## config.mk

```make
export PLATFORM = sky130hd
export DESIGN_NAME = axis_stream_monitor_flat
export DESIGN_NICKNAME = d
export VERILOG_FILES = /design/src/rtl/axis_stream_monitor_if.sv /design/src/rtl/axis_stream_monitor.sv /design/src/flat_wrapper.sv
export SDC_FILE = /design/constraint.sdc
export NUM_CORES = 1
export LEC_CHECK = 0
export BUFFER_PORTS_ARGS = -buffer_cell sky130_fd_sc_hd__buf_2
export CORE_ASPECT_RATIO = 1.4
export CORE_MARGIN = 3
export CORE_UTILIZATION = 46
export DETAILED_ROUTE_END_ITERATION = 8
export PLACE_DENSITY_LB_ADDON = 0.08
export SLEW_MARGIN = 25
export SYNTH_ARGS = -nofsm -noshare
export SYNTH_HDL_FRONTEND = slang
export SYNTH_SLANG_ARGS = --single-unit
```

## constraint.sdc

```tcl
create_clock -name i_aclk -period 4.7 [get_ports i_aclk]
set_input_delay 1.175 -clock i_aclk [delete_from_list [all_inputs] [get_ports i_aclk]]
set_output_delay 1.175 -clock i_aclk [all_outputs]
set_load 0.01 [all_outputs]
```

## src/rtl/axis_stream_monitor_if.sv

```systemverilog
// Bundled AXI-Stream signals for NCH parallel channels. Channel c occupies the
// c-th slice of each packed vector. The monitor observes them through the monitor modport.
interface axis_stream_monitor_if #(
  parameter int NCH   = 2,
  parameter int DW    = 32,
  parameter int UW    = 1,
  parameter int DESTW = 1
);
  logic [NCH-1:0]        tvalid;
  logic [NCH-1:0]        tready;
  logic [NCH-1:0]        tlast;
  logic [NCH*DW-1:0]     tdata;
  logic [NCH*DW/8-1:0]   tstrb;
  logic [NCH*DW/8-1:0]   tkeep;
  logic [NCH*UW-1:0]     tuser;
  logic [NCH*DESTW-1:0]  tdest;

  modport master  (output tvalid, tlast, tdata, tstrb, tkeep, tuser, tdest, input tready);
  modport slave   (input tvalid, tlast, tdata, tstrb, tkeep, tuser, tdest, output tready);
  modport monitor (input tvalid, tready, tlast, tdata, tstrb, tkeep, tuser, tdest);
endinterface

```

## src/rtl/axis_stream_monitor.sv

```systemverilog
// Passive multi-channel AXI-Stream protocol monitor: sticky per-channel error
// flags for handshake, encoding, length and stall violations, plus packet and byte counters.
module axis_stream_monitor #(
  parameter int NCH        = 2,
  parameter int DW         = 32,
  parameter int UW         = 1,
  parameter int DESTW      = 1,
  parameter int LGDEPTH    = 16,
  parameter int MAX_PACKET = 0,
  parameter int MIN_PACKET = 0,
  parameter int MAX_STALL  = 0
) (
  input  logic                     i_aclk,
  input  logic                     i_reset,
  input  logic [NCH-1:0]           i_clear,
  axis_stream_monitor_if.monitor   axis,
  output logic [NCH*7-1:0]         o_err,
  output logic                     o_err_any,
  output logic [NCH*LGDEPTH-1:0]   o_pkt_count,
  output logic [NCH*LGDEPTH-1:0]   o_byte_count
);
  localparam int SB   = DW / 8;
  localparam int SCW  = (MAX_STALL > 0) ? $clog2(MAX_STALL + 1) : 1;
  localparam logic [31:0] MAXP = (MAX_PACKET > 0) ? 32'(MAX_PACKET) : 32'd1;
  localparam logic [31:0] MINP = (MIN_PACKET > 0) ? 32'(MIN_PACKET) : 32'd1;
  localparam logic [31:0] MAXS = (MAX_STALL > 0) ? 32'(MAX_STALL) : 32'd1;

  typedef enum logic {S_IDLE, S_OPEN} state_t;

  function automatic logic [31:0] popcount(input logic [SB-1:0] v);
    logic [31:0] n;
    n = '0;
    for (int i = 0; i < SB; i++) n = n + 32'(v[i]);
    return n;
  endfunction

  function automatic logic [LGDEPTH-1:0] sat_add(input logic [LGDEPTH-1:0] a,
                                                 input logic [31:0] b);
    logic [LGDEPTH+31:0] s;
    s = {32'd0, a} + {{LGDEPTH{1'b0}}, b};
    if (|s[LGDEPTH+31:LGDEPTH]) return '1;
    return s[LGDEPTH-1:0];
  endfunction

  // High exactly in the first cycle after reset deasserts
  logic past_reset_p1;
  always_ff @(posedge i_aclk) past_reset_p1 <= i_reset;

  for (genvar c = 0; c < NCH; c++) begin : g_ch
    logic             vld, rdy, last;
    logic [DW-1:0]    data;
    logic [SB-1:0]    strb, keep;
    logic [UW-1:0]    user;
    logic [DESTW-1:0] dest;

    assign vld  = axis.tvalid[c];
    assign rdy  = axis.tready[c];
    assign last = axis.tlast[c];
    assign data = axis.tdata[c*DW +: DW];
    assign strb = axis.tstrb[c*SB +: SB];
    assign keep = axis.tkeep[c*SB +: SB];
    assign user = axis.tuser[c*UW +: UW];
    assign dest = axis.tdest[c*DESTW +: DESTW];

    logic             stalled_p1, last_p1;
    logic [DW-1:0]    data_p1;
    logic [SB-1:0]    strb_p1, keep_p1;
    logic [UW-1:0]    user_p1;
    logic [DESTW-1:0] dest_p1;
    state_t           state_p1;
    logic [LGDEPTH-1:0] bytes_p1, pkts_p1;
    logic [SCW-1:0]   stall_p1;
    logic [6:0]       err_p1;

    logic [31:0] vbytes, sum;
    logic        chg;
    logic [6:0]  set;

    // Stage p0: classify the current beat against the stored previous beat
    always_comb begin
      vbytes = vld ? popcount(keep & strb) : 32'd0;
      sum    = 32'(bytes_p1) + vbytes;
      chg    = (last != last_p1) || (strb != strb_p1) || (keep != keep_p1) ||
               (user != user_p1) || (dest != dest_p1);
      for (int b = 0; b < SB; b++)
        if (keep[b] && (data[b*8 +: 8] != data_p1[b*8 +: 8])) chg = 1'b1;
      set    = '0;
      set[0] = stalled_p1 && !vld;
      set[1] = stalled_p1 && vld && chg;
      set[2] = vld && (|(~keep & strb));
      set[3] = (MAX_PACKET != 0) && vld && (sum > MAXP);
      set[4] = (MIN_PACKET != 0) && vld && last && (sum < MINP);
      set[5] = (MAX_STALL != 0) && vld && !rdy && ((32'(stall_p1) + 32'd1) >= MAXS);
      set[6] = past_reset_p1 && vld;
    end

    // Stage p1: control state, counters and sticky errors
    always_ff @(posedge i_aclk) begin
      if (i_reset) begin
        stalled_p1 <= 1'b0;
        state_p1   <= S_IDLE;
        bytes_p1   <= '0;
        pkts_p1    <= '0;
        stall_p1   <= '0;
        err_p1     <= '0;
      end else begin
        stalled_p1 <= vld && !rdy;
        err_p1     <= (i_clear[c] ? 7'd0 : err_p1) | set;
        if (!vld || rdy)                        stall_p1 <= '0;
        else if (stall_p1 != SCW'(MAX_STALL))   stall_p1 <= stall_p1 + SCW'(1);
        if (vld && rdy) begin
          if (last) begin
            bytes_p1 <= '0;
            pkts_p1  <= sat_add(pkts_p1, 32'd1);
          end else begin
            bytes_p1 <= sat_add(bytes_p1, vbytes);
          end
        end
        case (state_p1)
          S_IDLE:  if (vld && rdy && !last) state_p1 <= S_OPEN;
          S_OPEN:  if (vld && rdy && last)  state_p1 <= S_IDLE;
          default: state_p1 <= S_IDLE;
        endcase
      end
    end

    always_ff @(posedge i_aclk) begin
      last_p1 <= last;
      data_p1 <= data;
      strb_p1 <= strb;
      keep_p1 <= keep;
      user_p1 <= user;
      dest_p1 <= dest;
    end

    assign o_err[c*7 +: 7]              = err_p1;
    assign o_pkt_count[c*LGDEPTH +: LGDEPTH]  = pkts_p1;
    assign o_byte_count[c*LGDEPTH +: LGDEPTH] = bytes_p1;
  end

  // Stage p2: global summary, one cycle behind the sticky bits
  always_ff @(posedge i_aclk) begin
    if (i_reset) o_err_any <= 1'b0;
    else         o_err_any <= |o_err;
  end
endmodule

```

## src/flat_wrapper.sv

```systemverilog
// flat-port wrapper written by rule: the top's interface ports become plain ports
module axis_stream_monitor_flat 
#(
  parameter int NCH        = 2,
  parameter int DW         = 32,
  parameter int UW         = 1,
  parameter int DESTW      = 1,
  parameter int LGDEPTH    = 16,
  parameter int MAX_PACKET = 0,
  parameter int MIN_PACKET = 0,
  parameter int MAX_STALL  = 0
)
  (i_aclk, i_reset, i_clear, o_err, o_err_any, o_pkt_count, o_byte_count, axis_tvalid, axis_tready, axis_tlast, axis_tdata, axis_tstrb, axis_tkeep, axis_tuser, axis_tdest);
  axis_stream_monitor_if #(.NCH(NCH), .DW(DW), .UW(UW), .DESTW(DESTW)) axis_i ();
  input  logic i_aclk;
  input  logic i_reset;
  input  logic [NCH-1:0] i_clear;
  output logic [NCH*7-1:0] o_err;
  output logic o_err_any;
  output logic [NCH*LGDEPTH-1:0] o_pkt_count;
  output logic [NCH*LGDEPTH-1:0] o_byte_count;
  input wire logic [$bits(axis_i.tvalid)-1:0] axis_tvalid;
  input wire logic [$bits(axis_i.tready)-1:0] axis_tready;
  input wire logic [$bits(axis_i.tlast)-1:0] axis_tlast;
  input wire logic [$bits(axis_i.tdata)-1:0] axis_tdata;
  input wire logic [$bits(axis_i.tstrb)-1:0] axis_tstrb;
  input wire logic [$bits(axis_i.tkeep)-1:0] axis_tkeep;
  input wire logic [$bits(axis_i.tuser)-1:0] axis_tuser;
  input wire logic [$bits(axis_i.tdest)-1:0] axis_tdest;
  assign axis_i.tvalid = axis_tvalid;
  assign axis_i.tready = axis_tready;
  assign axis_i.tlast = axis_tlast;
  assign axis_i.tdata = axis_tdata;
  assign axis_i.tstrb = axis_tstrb;
  assign axis_i.tkeep = axis_tkeep;
  assign axis_i.tuser = axis_tuser;
  assign axis_i.tdest = axis_tdest;
  axis_stream_monitor #(.NCH(NCH), .DW(DW), .UW(UW), .DESTW(DESTW), .LGDEPTH(LGDEPTH), .MAX_PACKET(MAX_PACKET), .MIN_PACKET(MIN_PACKET), .MAX_STALL(MAX_STALL)) u_core (.i_aclk(i_aclk), .i_reset(i_reset), .i_clear(i_clear), .axis(axis_i), .o_err(o_err), .o_err_any(o_err_any), .o_pkt_count(o_pkt_count), .o_byte_count(o_byte_count));
endmodule
```

==> metrics.md <==
| Metric | Value |
|---|---|
| # hold bufs at CTS | `0` |
| Slew HR | `57.5%` |
| Fill count | `1336` |
| Worst setup path startpoint | `axis_tkeep[1]` |
| Pins Over Slew Limit | `0` |
| Fin. Hold Viols | `0` |
| PostCTS Resize Cnt | `0` |
| Global-route wire length before repair | `26200 um` |
| Period minus WS final | `3.92 ns` |
| Initial antenna violation count | `2` |
| MaxCap Viol Count | `0` |
| GRT Util Overall | `20.4%` |
| Finished Layout Cells | `1056` |
| Type of origin of the critical path | `input pin` |
| Synth Area in XOR/XNOR | `13.6%` |
| # rows | `51` |
| Vias in the first global route | `5606` |
| Data required time at the worst endpoint | `5.04 ns` |
| Outcome | `finished, final reports clean` |
| Routed WL | `16200 um` |
| GPL Wtd Cong | `0.937` |
| Reg clk slew, reported paths | `0.06 ns` |
| Avg Inst Size Synth | `9.79 um2` |
| Compound-gate portion of the synthesized area | `11.8%` |
| Multi-input gate area | `3300 um2` |
| Vias after detailed routing | `5576` |
| Setup crit end kind | `register` |
| Worst skew pair latency | `0.42 ns` |
| Max IR drop VDD | `0.288 mV` |
| Ports | `173` |
| Die Y | `149 um` |
| RSZ-0062 raised after global routing | `no` |
| Cells after Synth | `690` |
| Die area | `16200 um2` |
| IO Port Bufs | `166` |
| Final TNS setup | `0 ns` |
| Final core occ | `58.6%` |
| DR WL/cell | `15.3 um` |
| Register Area | `3240 um2` |
| Most used DFF post-synth | `dfxtp_1` |
| Starting density of the core | `47.7%` |
| Mux cell area share after synthesis | `0.148%` |
| TritonCTS clock tree | `built` |
| Period utilisation layout | `83.4%` |
| CTS max path bufs | `2` |
| Final setup fails | `0` |
| Setup Fix Bufs, Post-CTS | `0` |
| Worst setup margin | `0.781 ns` |
| Vias/cell | `5.28` |
| FF-to-FF Start | `u_core.g_ch[0].bytes_p1[0]$_SDFFE_PP0P_` |
| Worst-Margin Slew | `0.621 ns` |
| Clock Sinks | `162` |
| # DRC | `0` |
| Antenna-violating nets left | `0` |
| Yosys cell types | `64` |
| Area grow syn2layout | `23.0%` |
| Layout cell share with drive strength beyond 1 | `25.0%` |
| Worst min-delay path category | `reg -> reg` |
| Clk_skew | `0.00640 ns` |
| Largest net degree at the start of global routing | `41` |
| Ys Warns | `0` |
| Leak | `3.54 nW` |
| Synth Area in Simple Gates | `19.6%` |
| Post-synthesis instance area | `6750 um2` |
| Register area share after synthesis | `48.0%` |
| Dpl ws | `0.365 ns` |
| Die width | `108 um` |
| Maximum clock rate | `255 MHz` |
| Critical path class | `in -> reg` |
| Core Region | `14200 um2` |
| Share of async-settable or async-resettable flops after synthesis | `0%` |
| NumNets Final | `965` |
| Clock Tree Root | `clkbuf_16` |
| Hold_sp | `u_core.g_ch[1].bytes_p1[2]$_SDFFE_PP0P_` |
| Post-detail-place hpwl | `12200 um` |
| CP Max Fanout | `6` |
| Data arrival time of the worst path | `4.26 ns` |
| Placed insts | `1021` |
| Max H-tree Level | `4` |
| Seq cells post-synth | `162` |
| EDFF count, synth | `0` |
| Internal reg-to-reg setup slack | `2.42 ns` |
| Largest family of logic cells by synthesized area | `simple AND/OR/NAND/NOR gates` |
| Drt pass-1 iters | `4` |
| Power Dens Cells | `367 nW/um2` |
| CTS buffer count | `17` |
| Overflow left after global routing | `0` |
| Post-Synth Adder-Cell Area | `3.41%` |
| Initial DRC count | `228` |
[layer usage]
metal  vias up  global-route usage [%]  wire, um
li1       2771                       -         -
met1      2608                    22.7      6380
met2       166                    35.7      8240
met3        31                    6.45      1130
met4         0                    8.09       393
met5         -                       0         0
[sequential cells by signal, indices dropped and copies added (netlist names), 2 cells and up]
name                    count
u_core.g_ch.strb_p1         8
u_core.g_ch.keep_p1         8
u_core.g_ch.bytes_p1       32
u_core.g_ch.data_p1        64
u_core.g_ch.last_p1         2
u_core.g_ch.dest_p1         2
u_core.g_ch.user_p1         2
u_core.g_ch.err_p1          8
u_core.g_ch.stalled_p1      2
u_core.g_ch.pkts_p1        32
[cell families (layout without fill, tap and decap cells)]
family	count (synthesis)	count (layout)
simple gates	231	231
flops	162	162
buf+inv	47	220
other cells	1	9
fa+ha+maj	16	16
compound gates	127	127
xor+xnor	105	105
mux	1	1
[final timing paths]
path,to,depth (start not counted)
setup / recovery,u_core.g_ch[0].bytes_p1[10]$_SDFFE_PP0P_,14
hold / removal,u_core.g_ch[1].bytes_p1[2]$_SDFFE_PP0P_,2
setup reg to reg,u_core.g_ch[0].bytes_p1[10]$_SDFFE_PP0P_,7
hold reg to reg,u_core.g_ch[1].bytes_p1[2]$_SDFFE_PP0P_,2
[through the flow]
step / hold slack (ns) / power (mW) / instance area, um2
global route: 0.509 / 3.17 / 8300
floorplan: 0.441 / 1.60 / 6770
global placement: 0.453 / 1.68 / 7700
finish: 0.473 / 3.05 / 8300
CTS: 0.478 / 3.08 / 8300
detailed placement: 0.468 / 1.69 / 7700
[synth_stat cells, types with 6 or more instances]
cell / count / area (um2)
inv_1: 20 / 75.1
nand3_1: 21 / 105
nand4_1: 27 / 169
clkbuf_2: 6 / 30.0
a21oi_1: 50 / 250
xnor2_1: 79 / 692
ha_1: 12 / 150
o21ai_0: 20 / 100
xor2_1: 26 / 228
nand2_1: 41 / 154
buf_4: 7 / 52.6
and2_1: 12 / 75.1
clkbuf_1: 7 / 26.3
and4_1: 7 / 61.3
dfxtp_1: 162 / 3240
nand2b_1: 12 / 75.1
a31oi_1: 17 / 106
nor4_1: 7 / 43.8
nor2_1: 35 / 131
nor3_1: 26 / 130
and3_1: 17 / 106
[layout by cell type (no fill, tap or decap), types with 12 or more instances in the layout]
master     count
inv_1         20
nand3_1       21
dfxtp_1      162
and2_1        12
nor2_1        35
xor2_1        26
nand2b_1      12
clkbuf_16     17
buf_2        166
xnor2_1       79
a21oi_1       50
a31oi_1       17
ha_1          12
nor3_1        26
nand2_1       41
nand4_1       27
o21ai_0       20
and3_1        17
[power breakdown]
group          switching, mW  internal, mW  total [mW]
registers             0.0250          1.42        1.45
clock network          0.583         0.807        1.39
logic                  0.109         0.103       0.211
total                  0.717          2.33        3.05
[worst max-delay path: stages]
cell and delay, ns:
buf_2 0.13, and2_1 0.16, ha_1 0.27, inv_1 0.05, fa_1 0.37, inv_1 0.06, ha_1 0.21, and2_1 0.17
fa_1 0.45, a21oi_1 0.44, nor3_1 0.18, and4_1 0.27, and3_1 0.18, nor3_1 0.13
[cell type report]
class	count	area share, %
Inverter	20	0.904
Antenna cell	3	0.0904
Tap cell	185	2.79
Sequential cell	162	39.1
Timing Repair Buffer	168	10.2
Multi-Input combinational cell	486	39.8
Clock inverter	13	1.84
Clock buffer	19	5.33
Power figures use the tool's default switching activity.
